**src/rtl/mult_accum.sv**
```systemverilog
// Window accumulator for unsigned 12-bit products: sums a window of beats plus a bias,
// saturates to 12 bits and presents the result behind a valid/ready output register.
module mult_accum #(
  parameter int MAX_TERMS = 16,
  parameter int CNT_W     = 5
) (
  input  logic             clk_i,
  input  logic             rst_n_i,
  input  logic [11:0]      data_mult_i,
  input  logic             mult_valid_i,
  input  logic             mult_last_i,
  input  logic [11:0]      bias_i,
  output logic             mult_ready_o,
  output logic [11:0]      sum_data_o,
  output logic             sum_valid_o,
  input  logic             sum_ready_i,
  output logic [CNT_W-1:0] term_cnt_o,
  output logic             overrun_o,
  input  logic             err_clr_i
);

  localparam int ACC_W = 12 + CNT_W + 1;
  localparam logic [CNT_W-1:0] MAX_CNT = CNT_W'(MAX_TERMS);

  typedef enum logic {IDLE, ACC} state_t;

  state_t             state_q, state_d;
  logic [ACC_W-1:0]   acc_q, acc_d, acc_next;
  logic [CNT_W-1:0]   cnt_q, cnt_d, cnt_next;
  logic [11:0]        sum_data_q, sum_data_d;
  logic [CNT_W-1:0]   term_cnt_q, term_cnt_d;
  logic               sum_valid_q, sum_valid_d;
  logic               overrun_q, overrun_d;
  logic               accept, hit_max, close_win;

  // The multiplier cannot stall, so readiness depends only on the output slot.
  assign mult_ready_o = ~sum_valid_q | sum_ready_i;
  assign accept       = mult_valid_i & mult_ready_o;

  always_comb begin
    state_d     = state_q;
    acc_d       = acc_q;
    cnt_d       = cnt_q;
    sum_data_d  = sum_data_q;
    term_cnt_d  = term_cnt_q;
    sum_valid_d = sum_valid_q;
    overrun_d   = overrun_q;

    // First beat of a window folds in the bias; acc_q is ignored in IDLE.
    if (state_q == IDLE) begin
      acc_next = ACC_W'(bias_i) + ACC_W'(data_mult_i);
      cnt_next = CNT_W'(1);
    end else begin
      acc_next = acc_q + ACC_W'(data_mult_i);
      cnt_next = cnt_q + CNT_W'(1);
    end
    hit_max   = (cnt_next == MAX_CNT);
    close_win = accept & (mult_last_i | hit_max);

    if (accept) begin
      if (close_win) begin
        acc_d   = '0;
        cnt_d   = '0;
        state_d = IDLE;
      end else begin
        acc_d   = acc_next;
        cnt_d   = cnt_next;
        state_d = ACC;
      end
    end

    if (close_win) begin
      sum_data_d  = (|acc_next[ACC_W-1:12]) ? 12'hFFF : acc_next[11:0];
      term_cnt_d  = cnt_next;
      sum_valid_d = 1'b1;
    end else if (sum_ready_i) begin
      sum_valid_d = 1'b0;
    end

    if (accept & hit_max & ~mult_last_i) begin
      overrun_d = 1'b1;
    end else if (err_clr_i) begin
      overrun_d = 1'b0;
    end
  end

  always_ff @(posedge clk_i or negedge rst_n_i) begin
    if (!rst_n_i) begin
      state_q     <= IDLE;
      acc_q       <= '0;
      cnt_q       <= '0;
      sum_data_q  <= '0;
      term_cnt_q  <= '0;
      sum_valid_q <= 1'b0;
      overrun_q   <= 1'b0;
    end else begin
      state_q     <= state_d;
      acc_q       <= acc_d;
      cnt_q       <= cnt_d;
      sum_data_q  <= sum_data_d;
      term_cnt_q  <= term_cnt_d;
      sum_valid_q <= sum_valid_d;
      overrun_q   <= overrun_d;
    end
  end

  assign sum_data_o  = sum_data_q;
  assign term_cnt_o  = term_cnt_q;
  assign sum_valid_o = sum_valid_q;
  assign overrun_o   = overrun_q;

endmodule
```
**config.mk**
```make
export PLATFORM = sky130hd
export DESIGN_NAME = mult_accum
export DESIGN_NICKNAME = d
export VERILOG_FILES = /design/src/rtl/mult_accum.sv
export SDC_FILE = /design/constraint.sdc
export NUM_CORES = 1
export LEC_CHECK = 0
export ABC_AREA = 1
export ABC_CLOCK_PERIOD_IN_PS = 2200
export BUFFER_PORTS_ARGS = -buffer_cell sky130_fd_sc_hd__clkbuf_2
export CAP_MARGIN = 20
export CORE_ASPECT_RATIO = 1.75
export CORE_MARGIN = 5
export CORE_UTILIZATION = 54
export CTS_BUF_LIST = sky130_fd_sc_hd__clkbuf_4 sky130_fd_sc_hd__clkbuf_8
export DETAILED_ROUTE_END_ITERATION = 8
export PLACE_DENSITY = 0.79
export SKIP_CTS_REPAIR_TIMING = 1
export SLEW_MARGIN = 5
export SYNTH_ARGS = -nofsm -noshare
export SYNTH_HDL_FRONTEND = slang
export SYNTH_SLANG_ARGS = --single-unit
```
**constraint.sdc**
```tcl
create_clock -name clk_i -period 2.2 [get_ports clk_i]
set_input_delay 0.33 -clock clk_i [delete_from_list [all_inputs] [get_ports clk_i]]
set_output_delay 0.33 -clock clk_i [all_outputs]
set_load 0.05 [all_outputs]
```
==> results.py <==
metrics = {
    "sta": {
        "whs_ns": 0.218,
        "finalHoldViolCount": 0,
        "maxSlewViolCount": 0,
        "slew_headroom_pct": 71.9,
        "rsz0062_at_grt": "true",
        "min_period_over_period_pct": 103,
        "setup_ws_ns": -0.0596,
        "fmax_ghz": 0.443,
        "worst_clock_skew_ns": 0.0104,
        "finalSetupViolations": 11,
        "finalSetupTns_ns": -0.473,
        "period_needed_ns": 2.26,
        "worst_pin_slew_ns": 0.409,
    },
    "synth": {
        "ys_types": 36,
        "yosys.area_share.simple_pct": 37.7,
        "synthCells": 535,
        "async_flop_share_pct": 100,
        "synthMuxAreaShare_pct": 0.278,
        "synth_top_family_by_area": "simple AND/OR/NAND/NOR gates",
        "synthXorXnorAreaFrac_pct": 0.729,
        "syn_avg_cell_area_um2": 6.74,
        "synth_edf_count": 0,
        "mappedNetlistArea_mm2": 0.00360,
        "ys_ff_latch": 43,
        "synth_top_area_share_pct": 29.9,
        "synth_nets": 592,
        "synth_compound_area_share_pct": 11.4,
        "synthFlopType": "dfrtp_1",
        "synthTopCellsByArea": "dfrtp_1 (30%), nand2_1 (17%), ha_1 (8.7%)",
        "synthTopCellsByCount": "nand2_1 (165), inv_1 (76), nor2_1 (51)",
        "synth-seq-area-share_pct": 29.9,
        "ys_warn_count": 0,
        "yosys.area.top_type": "dfrtp_1",
        "synth_fa_ha_area_share_pct": 9.79,
        "synth.most_common_cell": "nand2_1",
    },
    "clocking": {
        "root_buffer": "clkbuf_8",
        "path_clk_slew_ns": 0.09,
        "htreeDepth": 2,
        "cts_tree": "built",
        "clock_latency_ns": 0.31,
        "cts-buffers-inserted": 5,
        "cts.sinks": 43,
        "clockBufferDepth": 2,
    },
    "drt": {
        "drt-total-wl_mm": 10.4,
        "wl_per_cell_um": 14.8,
        "avgViaCountPerCell": 5.43,
        "drt-initial-drc-count": 230,
        "ant_nets": 0,
        "vias": 3823,
        "firstDrtPassIters": 8,
        "drcViolationCount": 0,
    },
    "layout": {
        "synthToLayoutAreaGrowth_pct": 25.0,
        "fillers": 571,
        "n_antenna_cell": 0,
        "final_layout_size_suffix_gt1_share_pct": 28.3,
        "nNetsFinal": 678,
        "finalNonFillerCells": 704,
        "regArea_mm2": 0.00108,
        "multi_input_area_mm2": 0.00236,
    },
    "power_and_ir_drop": {
        "p_per_area_mw_per_mm2": 715,
        "p_leak_nw": 2.38,
        "peakVddDrop_mv": 0.576,
        "power.total_mw": 3.22,
    },
    "grt": {
        "track_usage_pct": 24.5,
        "antenna_found_initial": 0,
        "grt_pass1_wl_mm": 16.6,
        "grt_max_degree": 20,
        "grt_pass1_vias": 3815,
        "overflow": 0,
    },
    "floorplan": {
        "dieHeight_um": 118,
        "num_rows": 39,
        "dieArea_mm2": 0.00847,
        "core_region_area_mm2": 0.00654,
        "initial_core_util_pct": 55.1,
        "die_w_um": 71.8,
        "io-pin-count": 50,
    },
    "placement": {
        "place_inst": 691,
        "place_congestion": 1.02,
        "post-dp-hpwl_mm": 8.06,
        "io_buffers": 49,
    },
    "critical_path": {
        "required_ns": 2.40,
        "cp-start-kind": "flop",
        "endpoint_kind": "flop",
        "critPathKind": "reg -> reg",
        "critPathMaxFanout": 5,
        "cp.arrival_ns": 2.46,
    },
    "outcome": {
        "violations": "setup timing",
        "outcome": "complete, but fails checks",
    },
    "job": {
        "max-cap-violations": 0,
    },
    "hold_path": {
        "hp-class": "in -> reg",
    },
}
power breakdown:
group	total, mW	switching (mW)	internal [mW]	leakage, nW
Clock	0.515	0.280	0.234	0.0446
Sequential	1.02	0.0994	0.921	0.537
Combinational	1.69	1.08	0.608	1.80
Total	3.22	1.46	1.76	2.38
area by class of cell:
cell class	instances	area share (%)
Tap cell	82	2.28
Sequential cell	43	23.9
Clock inverter	2	0.278
Clock buffer	6	1.69
Inverter	81	6.75
Multi-Input combinational cell	400	52.4
Timing Repair Buffer	90	12.7
logic make-up after synthesis:
group	count (synthesis)
buffers and inverters	92
DFF	43
muxes	1
AOI/OAI and AO/OA	67
xor gates and xnor gates	3
adders and majority gates	27
and+or+nand+nor	302
state kept, by name, summed over array words and instances, names as in the netlist:
register	count
term_cnt_o	5
overrun_o	1
acc_q	18
state_q	1
sum_data_o	12
sum_valid_o	1
cnt_q	5
final timing paths:
kind | from | to | slack (ns) | depth (start not counted)
setup / recovery | acc_q[0] | sum_data_o[8] | -0.06 | 18
hold / removal | err_clr_i | overrun_o | 0.22 | 2
setup reg to reg | acc_q[0] | sum_data_o[8] | -0.06 | 18
hold reg to reg | term_cnt_o[4] | term_cnt_o[4] | 0.51 | 2
max in group asynchronous | rst_n_i | sum_data_o[11] | 1.29 | 3
min in group asynchronous | rst_n_i | sum_valid_o | 0.41 | 2
metrics by stage:
stage / worst slack, ns / area, µm² / utilization [%]
detailed placement: -0.237 / 4170 / 63.8
global route: -0.226 / 4500 / 68.9
floorplan: 0.0136 / 3600 / -
global placement: -0.162 / 4170 / 63.8
finish: -0.0596 / 4500 / 68.9
CTS: -0.196 / 4260 / 65.2
layer usage:
metal	routed length (µm)	global-route usage [%]	vias up
li1	-	-	1884
met1	3830	25.3	1760
met2	5560	44.8	130
met3	430	3.16	49
met4	611	14.8	0
met5	0	0	-
worst max-delay path, cell delays in order, from the launching register on:
cell and delay (ns):
dfrtp_1 0.37, ha_2 0.20, inv_2 0.04, fa_2 0.36, inv_2 0.06, nand2_2 0.06, nand2_4 0.07, nand3_2 0.07
nand2_2 0.10, nand2_2 0.07, nand2_1 0.09, nand2_1 0.06, nand3_2 0.07, nand2_2 0.07, nor2_4 0.16, buf_6 0.14
nand3_2 0.06, nand2_1 0.07, inv_1 0.04
layout by cell type, fill, tap and decap left out, types with 2 or more instances in the layout:
cell type,n
nor2_1,47
clkbuf_2,49
nand2_1,155
nor2_2,4
nor3_1,3
nand3_1,33
xor2_1,3
nand4_1,5
a22o_1,10
nand3_2,17
o21ai_0,23
nor3_2,3
inv_1,74
nor2_4,4
nand2_2,13
ha_1,16
clkbuf_8,5
dfrtp_1,43
a21oi_1,17
inv_2,7
or2_2,15
ha_4,8
buf_4,38
a21oi_2,2
o22ai_1,6
Note: power is estimated with default switching activity, not from simulation.
